**src/rtl/multicycle_controller_if.sv**
```systemverilog
// Control/status bundle between the multicycle controller and its datapath.
// The controller uses the master modport; the datapath or a testbench uses slave.
interface multicycle_controller_if;
  logic [5:0]  opcode;
  logic [5:0]  funct;
  logic        zero;
  logic        mem_ready;

  logic        ir_we;
  logic        pc_we;
  logic [1:0]  pc_src;
  logic        reg_we;
  logic [1:0]  reg_dst;
  logic [1:0]  mem_to_reg;
  logic        alu_src_b;
  logic [2:0]  alu_op;
  logic        dm_we;
  logic        dm_req;
  logic [2:0]  state;
  logic        instr_done;
  logic [31:0] instr_count;

  modport master (
    input  opcode, funct, zero, mem_ready,
    output ir_we, pc_we, pc_src, reg_we, reg_dst, mem_to_reg, alu_src_b,
           alu_op, dm_we, dm_req, state, instr_done, instr_count
  );

  modport slave (
    output opcode, funct, zero, mem_ready,
    input  ir_we, pc_we, pc_src, reg_we, reg_dst, mem_to_reg, alu_src_b,
           alu_op, dm_we, dm_req, state, instr_done, instr_count
  );
endinterface

```
**src/rtl/multicycle_controller.sv**
```systemverilog
// Multicycle MIPS-subset control FSM with a retired-instruction counter.
// Define ILLEGAL_TRAP_EN to trap unsupported instructions into HALT instead of retiring them as NOPs.
//
// state  | meaning
// FETCH  | load IR, PC <= PC+4
// DECODE | register read; J/JAL (and untrapped illegal ops) finish here
// EXEC   | ALU operation; branches and JR finish here
// MEM    | data-memory access, held until mem_ready
// WB     | register-file write-back
// HALT   | illegal-instruction trap, left only by reset
module multicycle_controller (
  input  logic                   clk,
  input  logic                   reset,
  multicycle_controller_if.master bus
);

  typedef enum logic [2:0] {
    S_FETCH  = 3'd0,
    S_DECODE = 3'd1,
    S_EXEC   = 3'd2,
    S_MEM    = 3'd3,
    S_WB     = 3'd4,
    S_HALT   = 3'd5
  } state_t;

  localparam logic [5:0] OP_RTYPE = 6'b000000;
  localparam logic [5:0] OP_J     = 6'b000010;
  localparam logic [5:0] OP_JAL   = 6'b000011;
  localparam logic [5:0] OP_BEQ   = 6'b000100;
  localparam logic [5:0] OP_BNE   = 6'b000101;
  localparam logic [5:0] OP_ADDI  = 6'b001000;
  localparam logic [5:0] OP_XORI  = 6'b001110;
  localparam logic [5:0] OP_LW    = 6'b100011;
  localparam logic [5:0] OP_SW    = 6'b101011;

  localparam logic [5:0] FN_JR    = 6'b001000;
  localparam logic [5:0] FN_ADD   = 6'b100000;
  localparam logic [5:0] FN_SUB   = 6'b100010;
  localparam logic [5:0] FN_SLT   = 6'b101010;

  localparam logic [2:0] ALU_ADD  = 3'd0;
  localparam logic [2:0] ALU_SUB  = 3'd1;
  localparam logic [2:0] ALU_XOR  = 3'd2;
  localparam logic [2:0] ALU_SLT  = 3'd3;

  localparam logic [1:0] PC_PLUS4  = 2'd0;
  localparam logic [1:0] PC_JUMP   = 2'd1;
  localparam logic [1:0] PC_BRANCH = 2'd2;
  localparam logic [1:0] PC_RS     = 2'd3;

  state_t      state_q;
  state_t      state_d;
  logic [31:0] count_q;

  logic is_rtype, is_add, is_sub, is_slt, is_jr;
  logic is_j, is_jal, is_beq, is_bne, is_addi, is_xori, is_lw, is_sw;
  logic is_legal;

  assign is_rtype = (bus.opcode == OP_RTYPE);
  assign is_add   = is_rtype && (bus.funct == FN_ADD);
  assign is_sub   = is_rtype && (bus.funct == FN_SUB);
  assign is_slt   = is_rtype && (bus.funct == FN_SLT);
  assign is_jr    = is_rtype && (bus.funct == FN_JR);
  assign is_j     = (bus.opcode == OP_J);
  assign is_jal   = (bus.opcode == OP_JAL);
  assign is_beq   = (bus.opcode == OP_BEQ);
  assign is_bne   = (bus.opcode == OP_BNE);
  assign is_addi  = (bus.opcode == OP_ADDI);
  assign is_xori  = (bus.opcode == OP_XORI);
  assign is_lw    = (bus.opcode == OP_LW);
  assign is_sw    = (bus.opcode == OP_SW);

  assign is_legal = is_add || is_sub || is_slt || is_jr || is_j || is_jal ||
                    is_beq || is_bne || is_addi || is_xori || is_lw || is_sw;

  logic       ir_we_c, pc_we_c, reg_we_c, dm_we_c, dm_req_c, done_c;
  logic [1:0] pc_src_c, reg_dst_c, mem_to_reg_c;
  logic       alu_src_b_c;
  logic [2:0] alu_op_c;

  always_ff @(posedge clk) begin
    if (reset) begin
      state_q <= S_FETCH;
      count_q <= '0;
    end else begin
      state_q <= state_d;
      if (done_c) begin
        count_q <= count_q + 32'd1;
      end
    end
  end

  always_comb begin
    state_d      = state_q;
    ir_we_c      = 1'b0;
    pc_we_c      = 1'b0;
    pc_src_c     = PC_PLUS4;
    reg_we_c     = 1'b0;
    reg_dst_c    = 2'd0;
    mem_to_reg_c = 2'd0;
    alu_src_b_c  = 1'b0;
    alu_op_c     = ALU_ADD;
    dm_we_c      = 1'b0;
    dm_req_c     = 1'b0;
    done_c       = 1'b0;

    case (state_q)
      S_FETCH: begin
        ir_we_c = 1'b1;
        pc_we_c = 1'b1;
        state_d = S_DECODE;
      end

      S_DECODE: begin
        if (is_j) begin
          pc_we_c  = 1'b1;
          pc_src_c = PC_JUMP;
          done_c   = 1'b1;
          state_d  = S_FETCH;
        end else if (is_jal) begin
          pc_we_c      = 1'b1;
          pc_src_c     = PC_JUMP;
          reg_we_c     = 1'b1;
          reg_dst_c    = 2'd2;
          mem_to_reg_c = 2'd2;
          done_c       = 1'b1;
          state_d      = S_FETCH;
        end else if (is_legal) begin
          state_d = S_EXEC;
        end else begin
`ifdef ILLEGAL_TRAP_EN
          state_d = S_HALT;
`else
          done_c  = 1'b1;
          state_d = S_FETCH;
`endif
        end
      end

      S_EXEC: begin
        if (is_sub || is_beq || is_bne) begin
          alu_op_c = ALU_SUB;
        end else if (is_slt) begin
          alu_op_c = ALU_SLT;
        end else if (is_xori) begin
          alu_op_c = ALU_XOR;
        end
        alu_src_b_c = is_addi || is_xori || is_lw || is_sw;

        if (is_beq || is_bne) begin
          pc_we_c  = is_beq ? bus.zero : ~bus.zero;
          pc_src_c = PC_BRANCH;
          done_c   = 1'b1;
          state_d  = S_FETCH;
        end else if (is_jr) begin
          pc_we_c  = 1'b1;
          pc_src_c = PC_RS;
          done_c   = 1'b1;
          state_d  = S_FETCH;
        end else if (is_lw || is_sw) begin
          state_d = S_MEM;
        end else begin
          state_d = S_WB;
        end
      end

      // The request stays up until the memory acknowledges; only SW retires here.
      S_MEM: begin
        dm_req_c = 1'b1;
        dm_we_c  = is_sw;
        if (bus.mem_ready) begin
          if (is_sw) begin
            done_c  = 1'b1;
            state_d = S_FETCH;
          end else begin
            state_d = S_WB;
          end
        end
      end

      S_WB: begin
        reg_we_c     = 1'b1;
        reg_dst_c    = is_rtype ? 2'd0 : 2'd1;
        mem_to_reg_c = is_lw ? 2'd1 : 2'd0;
        done_c       = 1'b1;
        state_d      = S_FETCH;
      end

      S_HALT: begin
`ifdef ILLEGAL_TRAP_EN
        state_d = S_HALT;
`else
        state_d = S_FETCH;
`endif
      end

      default: state_d = S_FETCH;
    endcase
  end

  // Strobes are forced low while reset is held, even though state already reads FETCH.
  assign bus.ir_we       = ir_we_c  & ~reset;
  assign bus.pc_we       = pc_we_c  & ~reset;
  assign bus.reg_we      = reg_we_c & ~reset;
  assign bus.dm_we       = dm_we_c  & ~reset;
  assign bus.dm_req      = dm_req_c & ~reset;
  assign bus.instr_done  = done_c   & ~reset;

  assign bus.pc_src      = pc_src_c;
  assign bus.reg_dst     = reg_dst_c;
  assign bus.mem_to_reg  = mem_to_reg_c;
  assign bus.alu_src_b   = alu_src_b_c;
  assign bus.alu_op      = alu_op_c;
  assign bus.state       = state_q;
  assign bus.instr_count = count_q;

endmodule

```
**src/flat_wrapper.sv**
```systemverilog
// flat-port wrapper written by rule: the top's interface ports become plain ports
module multicycle_controller_flat 
  (clk, reset, bus_opcode, bus_funct, bus_zero, bus_mem_ready, bus_ir_we, bus_pc_we, bus_pc_src, bus_reg_we, bus_reg_dst, bus_mem_to_reg, bus_alu_src_b, bus_alu_op, bus_dm_we, bus_dm_req, bus_state, bus_instr_done, bus_instr_count);
  multicycle_controller_if bus_i ();
  input  logic clk;
  input  logic reset;
  input wire logic [$bits(bus_i.opcode)-1:0] bus_opcode;
  input wire logic [$bits(bus_i.funct)-1:0] bus_funct;
  input wire logic [$bits(bus_i.zero)-1:0] bus_zero;
  input wire logic [$bits(bus_i.mem_ready)-1:0] bus_mem_ready;
  output wire logic [$bits(bus_i.ir_we)-1:0] bus_ir_we;
  output wire logic [$bits(bus_i.pc_we)-1:0] bus_pc_we;
  output wire logic [$bits(bus_i.pc_src)-1:0] bus_pc_src;
  output wire logic [$bits(bus_i.reg_we)-1:0] bus_reg_we;
  output wire logic [$bits(bus_i.reg_dst)-1:0] bus_reg_dst;
  output wire logic [$bits(bus_i.mem_to_reg)-1:0] bus_mem_to_reg;
  output wire logic [$bits(bus_i.alu_src_b)-1:0] bus_alu_src_b;
  output wire logic [$bits(bus_i.alu_op)-1:0] bus_alu_op;
  output wire logic [$bits(bus_i.dm_we)-1:0] bus_dm_we;
  output wire logic [$bits(bus_i.dm_req)-1:0] bus_dm_req;
  output wire logic [$bits(bus_i.state)-1:0] bus_state;
  output wire logic [$bits(bus_i.instr_done)-1:0] bus_instr_done;
  output wire logic [$bits(bus_i.instr_count)-1:0] bus_instr_count;
  assign bus_i.opcode = bus_opcode;
  assign bus_i.funct = bus_funct;
  assign bus_i.zero = bus_zero;
  assign bus_i.mem_ready = bus_mem_ready;
  assign bus_ir_we = bus_i.ir_we;
  assign bus_pc_we = bus_i.pc_we;
  assign bus_pc_src = bus_i.pc_src;
  assign bus_reg_we = bus_i.reg_we;
  assign bus_reg_dst = bus_i.reg_dst;
  assign bus_mem_to_reg = bus_i.mem_to_reg;
  assign bus_alu_src_b = bus_i.alu_src_b;
  assign bus_alu_op = bus_i.alu_op;
  assign bus_dm_we = bus_i.dm_we;
  assign bus_dm_req = bus_i.dm_req;
  assign bus_state = bus_i.state;
  assign bus_instr_done = bus_i.instr_done;
  assign bus_instr_count = bus_i.instr_count;
  multicycle_controller u_core (.clk(clk), .reset(reset), .bus(bus_i));
endmodule
```
**config.mk**
```make
export PLATFORM = sky130hd
export DESIGN_NAME = multicycle_controller_flat
export DESIGN_NICKNAME = d
export VERILOG_FILES = /design/src/rtl/multicycle_controller_if.sv /design/src/rtl/multicycle_controller.sv /design/src/flat_wrapper.sv
export SDC_FILE = /design/constraint.sdc
export NUM_CORES = 1
export LEC_CHECK = 0
export BUFFER_PORTS_ARGS = -buffer_cell sky130_fd_sc_hd__buf_2
export CAP_MARGIN = 15
export CORE_MARGIN = 8
export CORE_UTILIZATION = 35
export DETAILED_ROUTE_END_ITERATION = 10
export SETUP_SLACK_MARGIN = 0.5
export SYNTH_ARGS = -nofsm -noshare
export SYNTH_HDL_FRONTEND = slang
export SYNTH_SLANG_ARGS = --single-unit
```
**constraint.sdc**
```tcl
create_clock -name clk -period 3.4 [get_ports clk]
set_input_delay 0.51 -clock clk [delete_from_list [all_inputs] [get_ports clk]]
set_output_delay 0.51 -clock clk [all_outputs]
set_load 0.02 [all_outputs]
```
==> flow_summary.rst, run 1 <==
.. list-table::
   :header-rows: 1

   * - Metric
     - Value
   * - Count of clock tree sinks
     - 35
   * - Worst Skew
     - 0.00814 ns
   * - DP Worst Slack
     - 0.585 ns
   * - Global placement routability congestion
     - 0.845
   * - Max rail drop VDD
     - 0.270 mV
   * - Number of maximum-capacitance constraint violations
     - 0
   * - Max clock buf depth
     - 2
   * - CTS tree
     - done
   * - Total routed wirelength
     - 6.53 mm
   * - Synthesis-stage register bit count
     - 35
   * - Buffers inserted during post-CTS setup optimization
     - 0
   * - Path category of the worst min-delay check
     - reg2reg
   * - Type of element capturing the critical path
     - output pin
   * - Die outline area
     - 9000 µm²
   * - Result of the run
     - complete, no violations
   * - Hpwl dp
     - 4.52 mm
   * - Met1 global-route usage
     - 16.6%
   * - IO Count
     - 67
   * - Final hold viol count
     - 0
   * - CP max stage cell
     - o311ai_4
   * - Start point of the worst min-delay path
     - u_core.bus.instr_count[31]
   * - Met3 demand-to-capacity share in global routing
     - 4.13%
   * - Number of buffers created by CTS
     - 5
   * - Worst-path clk slew
     - 0.07 ns
   * - Routed Antenna Nets
     - 0
   * - Router iterations before antenna repair
     - 4
   * - Maximum cell stage delay along the critical path
     - 0.43 ns
   * - Type of element launching the critical path
     - input pin
   * - Row cnt
     - 28
   * - Cell chain of the critical path
     - buf_2 > nor3_1 > nand2_1 > o311ai_4 > o211a_4 > nor2_1 > buf_2
   * - Unrepaired setup endpoints after global routing
     - false
   * - Core region area
     - 5960 µm²
   * - Mean instance size in the synthesized netlist
     - 7.88 µm²
   * - CP Max Fanout
     - 20
   * - Async S/R FF share, synth
     - 0%
   * - Required @ worst endpoint
     - 2.89 ns
   * - Filler Cells Inserted
     - 628
   * - Total of endpoints with negative setup slack in the final report
     - 0
   * - Count of flip-flops with a built-in enable after synthesis
     - 0
   * - Die boundary width
     - 94.8 µm
   * - Launch point of the worst reg-to-reg path
     - u_core.bus.instr_count[4]
   * - Ys Warns
     - 0
   * - Pin slew with the least headroom to its limit
     - 0.999 ns
   * - Final worst-path cycle share
     - 78.7%
   * - Cell Area, Synth
     - 2180 µm²
   * - Number of standard cells after synthesis
     - 276
   * - Total leakage power
     - 1.02 nW
   * - Ys flop type
     - dfxtp_1
   * - H-tree lvl count
     - 2
   * - Vertical die dimension
     - 94.8 µm
   * - DRC violation count after routing
     - 0
   * - Most utilized layer in the global route result
     - met2
   * - PnR Total Power
     - 0.000827 W
   * - WP data arrival
     - 2.16 ns
   * - Final worst-path setup slack
     - 0.726 ns
   * - Max Clk Rate
     - 0.374 GHz
   * - Root Buffer Master
     - clkbuf_8
   * - Met2 routing resource usage after global routing
     - 22.9%
   * - Setup TNS
     - 0 ns
   * - Sequential-to-total area share from yosys stat
     - 32.2%
   * - Total GRT Usage
     - 13.8%
   * - Skew-Pair Late Insertion Delay
     - 0.29 ns
   * - Residual overflow from global routing
     - 0
   * - Final Util
     - 44.5%
   * - Final hold slack
     - 0.483 ns
   * - Min Tclk post-route
     - 2.67 ns
   * - Startpoint of the most critical setup path
     - bus_opcode[1]
   * - Post-synthesis cell type count
     - 51
   * - Violation count after the first detailed-routing iteration
     - 86
   * - Final #Nets
     - 353
   * - Total number of vias
     - 2374
   * - First-pass GRT wire length
     - 10.2 mm
   * - Area occupied by multi-input gates
     - 1360 µm²
   * - Cell seen most often among critical-path stages
     - buf_2
   * - Number of max-slew violations in the final report
     - 0
   * - Area occupied by registers
     - 701 µm²
   * - Pin count of the biggest net entering global routing
     - 42
   * - Vias per cell
     - 5.78
   * - Number of port buffers
     - 65
   * - Syn Nets
     - 293
   * - Ant diodes
     - 0
   * - Via count of the first global-routing pass
     - 2193
   * - Max-Slew Margin vs Limit
     - 32.9%
   * - Initial standard-cell utilization of the core
     - 36.5%
   * - Post-synthesis to final-layout area growth
     - 21.7%
   * - Share of cells above drive strength 1
     - 25.3%
   * - Class of the most critical setup path
     - in2out
   * - Wirelength per Cell
     - 15.9 µm
   * - PwrDens
     - 312 nW/µm²
   * - Antenna violations before repair
     - 0
==> routing by layer <==
metal | vias up | part of all wire (%)
li1 | 1186 | -
met1 | 1111 | 48
met2 | 72 | 43
met3 | 5 | 8.0
met4 | 0 | 1.2
met5 | - | 0
==> registers in the layout, summed over array words and instances, names as in the netlist <==
signal / flops
u_core.bus.state: 3
u_core.bus.instr_count: 32
==> path summary, 6_finish.rpt <==
check	slack [ns]	end	cells after the start
worst min-delay path	0.48	u_core.bus.instr_count[31]	2
worst min register to register	0.48	u_core.bus.instr_count[31]	2
worst max register to register	1.09	u_core.bus.instr_count[31]	7
worst max-delay path	0.73	bus_instr_done	7
==> report_power, final <==
group	switching [W]	total (W)	internal, W
clock	0.000147	0.000306	0.000159
sequential	0.00000705	0.000421	0.000414
combinational	0.0000672	0.000101	0.0000337
==> critical path, delay by kind of cell <==
kind                   cells  cell delay [ns]
and+or+nand+nor            3             0.53
AOI/OAI and AO/OA          2             0.79
buffers and inverters      2             0.32
==> synth_stat cells, drive strengths merged, types with 2 or more instances <==
master	instances	area, µm²
nand2	15	56.3
or2	3	18.8
o211ai	2	15.0
nor4	2	18.8
o31ai	16	120
nor2b	5	31.3
clkbuf	11	41.3
o2111ai	8	70.1
or3	6	37.5
nand3	14	70.1
inv	16	60.1
nor2	17	63.8
or4	16	120
a41o	8	80.1
nor3b	2	15.0
nand4	5	31.3
mux2	2	22.5
mux2i	2	20.0
nor3	11	60.1
o21ai	6	30.0
dfxtp	35	701
buf	5	42.5
nand2b	2	12.5
a21oi	37	185
and2	2	12.5
and3	7	43.8
nor4b	2	23.8
xnor2	2	17.5
and4	3	26.3
==> through the flow <==
stage / instance area, µm² / std cells
after CTS: 2620 / 410
after detailed placement: 2530 / 403
after global placement: 2530 / 403
after global routing: 2650 / 411
final: 2650 / 411
after floorplan: 2180 / 276
==> cell families (layout without fill, tap and decap cells) <==
logic type               after synthesis  count (layout)  synth area share [%]
buffers and inverters                 32              91                  6.61
AO/OA/AOI/OAI                         85              86                  26.6
other                                  1               1                 0.172
multiplexers                           4               4                  1.96
adder cells (fa/ha/maj)                1               1                 0.575
AND/OR/NAND/NOR                      115             115                  30.7
XOR/XNOR                               3               3                  1.21
flip-flops                            35              35                  32.2
==> placed cells by master (no fill, tap or decap), types with 2 or more instances in the layout <==
| cell | instances |
|---|---|
| a21oi_1 | 37 |
| a41o_1 | 8 |
| and2_1 | 2 |
| and3_1 | 7 |
| and4_1 | 3 |
| buf_2 | 65 |
| buf_4 | 3 |
| clkbuf_8 | 6 |
| dfxtp_1 | 35 |
| inv_1 | 16 |
| mux2i_1 | 2 |
| nand2_1 | 15 |
| nand2b_1 | 2 |
| nand3_1 | 14 |
| nand4_1 | 5 |
| nor2_1 | 17 |
| nor2b_1 | 5 |
| nor3_1 | 10 |
| nor3b_1 | 2 |
| o2111ai_1 | 8 |
| o211ai_1 | 2 |
| o21ai_0 | 3 |
| o21ai_1 | 3 |
| o31ai_1 | 16 |
| or2_1 | 2 |
| or3_1 | 6 |
| or4_1 | 16 |
| xnor2_1 | 2 |
==> layout make-up <==
| cell class | instances | area share, % |
|---|---|---|
| inverters | 16 | 2.27 |
| clock inverters | 1 | 0.189 |
| flip-flops and latches | 35 | 26.5 |
| repair buffers | 68 | 13.1 |
| well taps | 75 | 3.54 |
| clock buffers | 6 | 3.12 |
| multi-input cells | 210 | 51.3 |
==> timing repair <==
item,4_1_cts,5_1_grt
hold buffers,0,0
resized for setup,0,2
endpoints found under the setup margin,0,1
No activity file was read; power rests on OpenSTA's default activity.
==> inputs of run 2 (changes only) <==
clock period = 2.4 ns   (was 3.4 ns; I/O delays follow)
==> run 2 against run 1 <==
Effect of this change: sequential share of layout area fell by 5.2 points; clock skew increased by 0.00065 ns; core utilization up 14 points; critical path type unchanged; sequential cell count unchanged; clock power increased by 45%; via count increased by 12%.
==> flow_summary.rst, run 2 (same netlist as run 1, synthesis figures left out) <==
.. list-table::
   :header-rows: 1

   * - Metric
     - Value
   * - Router iterations before antenna repair
     - 4 (unchanged)
   * - Required @ worst endpoint
     - 2.04 ns (was 2.89 ns)
   * - Buf+Inv Stages, Crit Path
     - 2 (unchanged)
   * - Number of buffers created by CTS
     - 5 (unchanged)
   * - Class of the most critical setup path
     - in2out (unchanged)
   * - Number of port buffers
     - 65 (unchanged)
   * - Part of the power in combinational logic
     - 20.7% (was 12.2%)
   * - Capture instance of the worst register-to-register path
     - u_core.bus.instr_count[31] (unchanged)
   * - CTS tree
     - done (unchanged)
   * - Core region area
     - 5960 µm² (unchanged)
   * - Die boundary width
     - 94.8 µm (unchanged)
   * - Commonest cells after routing, fill and taps aside
     - buf_2, buf_4, a21oi_1, dfxtp_1 (was buf_2, a21oi_1, dfxtp_1, nor2_1)
   * - Vias per cell
     - 5.78 (about the same)
   * - First-pass GRT wire length
     - 11.9 mm (was 10.2 mm)
   * - Total of endpoints with negative setup slack in the final report
     - 0 (unchanged)
   * - Post-synthesis to final-layout area growth
     - 59.7% (was 21.7%)
   * - DRC violation count after routing
     - 0 (unchanged)
   * - Path category of the worst min-delay check
     - in2reg (was reg2reg)
   * - Launch point of the worst reg-to-reg path
     - u_core.bus.instr_count[5] (was u_core.bus.instr_count[4])
   * - Max clock buf depth
     - 2 (unchanged)
   * - Worst-path clk slew
     - 0.07 ns (about the same)
   * - Filler Cells Inserted
     - 539 (was 628)
   * - Cell chain of the critical path
     - buf_8 > and3b_1 > or2_4 > a22o_4 > o211a_4 > nor2_4 > buf_6 (was buf_2 > nor3_1 > nand2_1 > o311ai_4 > o211a_4 > nor2_1 > buf_2)
   * - Setup TNS
     - 0 ns (unchanged)
   * - Share of cells above drive strength 1
     - 50.5% (was 25.3%)
   * - Type of element capturing the critical path
     - output pin (unchanged)
   * - CP max stage cell
     - o211a_4 (was o311ai_4)
   * - Ant diodes
     - 0 (unchanged)
   * - Total number of vias
     - 2655 (was 2374)
   * - Final hold slack
     - 0.412 ns (was 0.483 ns)
   * - PwrDens
     - 374 nW/µm² (was 312 nW/µm²)
   * - Switching fraction of total power
     - 29.6% (was 26.7%)
   * - Wirelength per Cell
     - 17.2 µm (was 15.9 µm)
   * - Type of element launching the critical path
     - input pin (unchanged)
   * - CP Max Fanout
     - 4 (was 20)
   * - IO Count
     - 67 (unchanged)
   * - Flop-to-flop setup slack
     - 0.40 ns (was 1.09 ns)
   * - End point of the critical path
     - bus_instr_done (unchanged)
   * - Final #Nets
     - 400 (was 353)
   * - Cell internal power dissipation
     - 0.000916 W (was 0.000606 W)
   * - Routed Antenna Nets
     - 0 (unchanged)
   * - Result of the run
     - complete, no violations (unchanged)
   * - Skew-Pair Late Insertion Delay
     - 0.30 ns (was 0.29 ns)
   * - Vertical die dimension
     - 94.8 µm (unchanged)
   * - Initial standard-cell utilization of the core
     - 36.5% (unchanged)
   * - Min Tclk post-route
     - 2.08 ns
   * - Quantity of hold-fixing buffers added after cts
     - 0 (unchanged)
   * - Pin count of the biggest net entering global routing
     - 23 (was 42)
   * - Antenna violations before repair
     - 0 (unchanged)
   * - Max rail drop VDD
     - 0.243 mV (was 0.270 mV)
   * - FF-to-FF path depth
     - 7 (unchanged)
   * - Global placement routability congestion
     - 0.857 (was 0.845)
   * - Critical path's top delay family
     - compound AO/OA/AOI/OAI gates (unchanged)
   * - Maximum cell stage delay along the critical path
     - 0.30 ns (was 0.43 ns)
   * - Max Clk Rate
     - 0.481 GHz
   * - Number of stages on the worst setup path
     - 7 (unchanged)
   * - Via count of the first global-routing pass
     - 2444 (was 2193)
   * - Total routed wirelength
     - 7.88 mm (was 6.53 mm)
   * - Unrepaired setup endpoints after global routing
     - true (was false)
   * - Total leakage power
     - 1.42 nW (was 1.02 nW)
   * - WP data arrival
     - 1.72 ns (was 2.16 ns)
   * - Row cnt
     - 28 (unchanged)
   * - Violation count after the first detailed-routing iteration
     - 129 (was 86)
   * - Final worst-path cycle share
     - 86.7%
   * - Final Util
     - 58.3% (was 44.5%)
   * - Root Buffer Master
     - clkbuf_8 (unchanged)
   * - Die outline area
     - 9000 µm² (unchanged)
   * - Hpwl dp
     - 4.91 mm (was 4.52 mm)
   * - Final hold viol count
     - 0 (unchanged)
   * - Residual overflow from global routing
     - 0 (unchanged)
   * - Register share of total power
     - 45.2% (was 50.9%)
   * - Count of clock tree sinks
     - 35 (unchanged)
   * - DP Worst Slack
     - -0.119 ns (was 0.585 ns)
   * - Most common library cell in the layout ignoring fill and taps
     - buf_2 (unchanged)
   * - Total GRT Usage
     - 16.3% (was 13.8%)
   * - Startpoint of the most critical setup path
     - bus_opcode[0] (was bus_opcode[1])
   * - Number of maximum-capacitance constraint violations
     - 0 (unchanged)
   * - Final worst-path setup slack
     - 0.320 ns (was 0.726 ns)
   * - Part of the power in the clock network
     - 34.1% (was 37.0%)
   * - Worst Skew
     - 0.00879 ns (was 0.00814 ns)
   * - Flip-flop count of the largest register, all copies and words added
     - 32 (unchanged)
   * - Net Switching
     - 0.000385 W (was 0.000221 W)
   * - Number of max-slew violations in the final report
     - 0 (unchanged)
   * - H-tree lvl count
     - 2 (unchanged)
## run 2: changes by cell type in the layout (fill, tap and decap cells not counted), moves of 6 or more
cell,before,now
buf_4,3,34
dfxtp_2,0,11
dfxtp_1,35,18
buf_6,0,16
dfxtp_4,0,6
buf_2,65,57
## run 2: power by group through the flow
stage,clock (W),sequential (W),combinational [W]
6_report,0.000444,0.000588,0.000269
2_1_floorplan,0,0.000611,0.0000950
4_1_cts,0.000446,0.000592,0.000214
5_1_grt,0.000471,0.000589,0.000285
3_3_place_gp,0,0.000605,0.000155
3_5_place_dp,0,0.000605,0.000156
## run 2: how the worst min path moves through the flow
| stage | from | end | slack [ns] | cells past startpoint |
|---|---|---|---|---|
| finish | bus_mem_ready | u_core.bus.state[2] | 0.41 | 3 |
| global route | bus_mem_ready | u_core.bus.state[2] | 0.44 | 3 |
| CTS | bus_mem_ready | u_core.bus.state[2] | 0.40 | 3 |
| detailed placement | u_core.bus.instr_count[31] | u_core.bus.instr_count[31] | 0.47 | 2 |
| global placement | u_core.bus.instr_count[31] | u_core.bus.instr_count[31] | 0.46 | 2 |
| floorplan | u_core.bus.instr_count[13] | u_core.bus.instr_count[13] | 0.51 | 2 |
## run 2: repair_timing
action / in CTS / in global routing
gates cloned: 3 / 1
endpoints found under the setup margin: 36 / 34
pin swaps: 11 / 25
buffers inserted: 13 / 18
resized for setup: 39 / 63
## run 2: worst register-to-register path, delay by kind of cell, from the launching register on
family                 cells  cell delay [ns]
DFF                        1             0.37
buffers and inverters      1             0.18
and+or+nand+nor            5             1.25
AOI/OAI and AO/OA          1             0.13
## run 2: layout make-up
cell class                 count  area [µm²]  area share, %
timing repair buffer         114         853           24.6
clock inverter                 2        12.5          0.360
clock buffer                   6        72.6           2.09
multi-input combinational    211        1650           47.4
tap                           75        93.8           2.70
sequential                    35         737           21.2
inverter                      16        60.1           1.73
## run 2: layer usage
layer	part of all wire, %	track usage, %	up-vias
li1	-	-	1280
met1	44	20.1	1302
met2	47	26.5	65
met3	7.3	5.71	8
met4	1.1	3.64	0
met5	0	0	-
## run 2: metrics by stage
step           instance area [µm²]  instances  power, W
6_report                      3470        459   0.00130
5_1_grt                       3470        459   0.00135
4_1_cts                       3090        440   0.00125
3_5_place_dp                  2710        416  0.000761
3_3_place_gp                  2710        416  0.000761
2_1_floorplan                 2270        276  0.000706
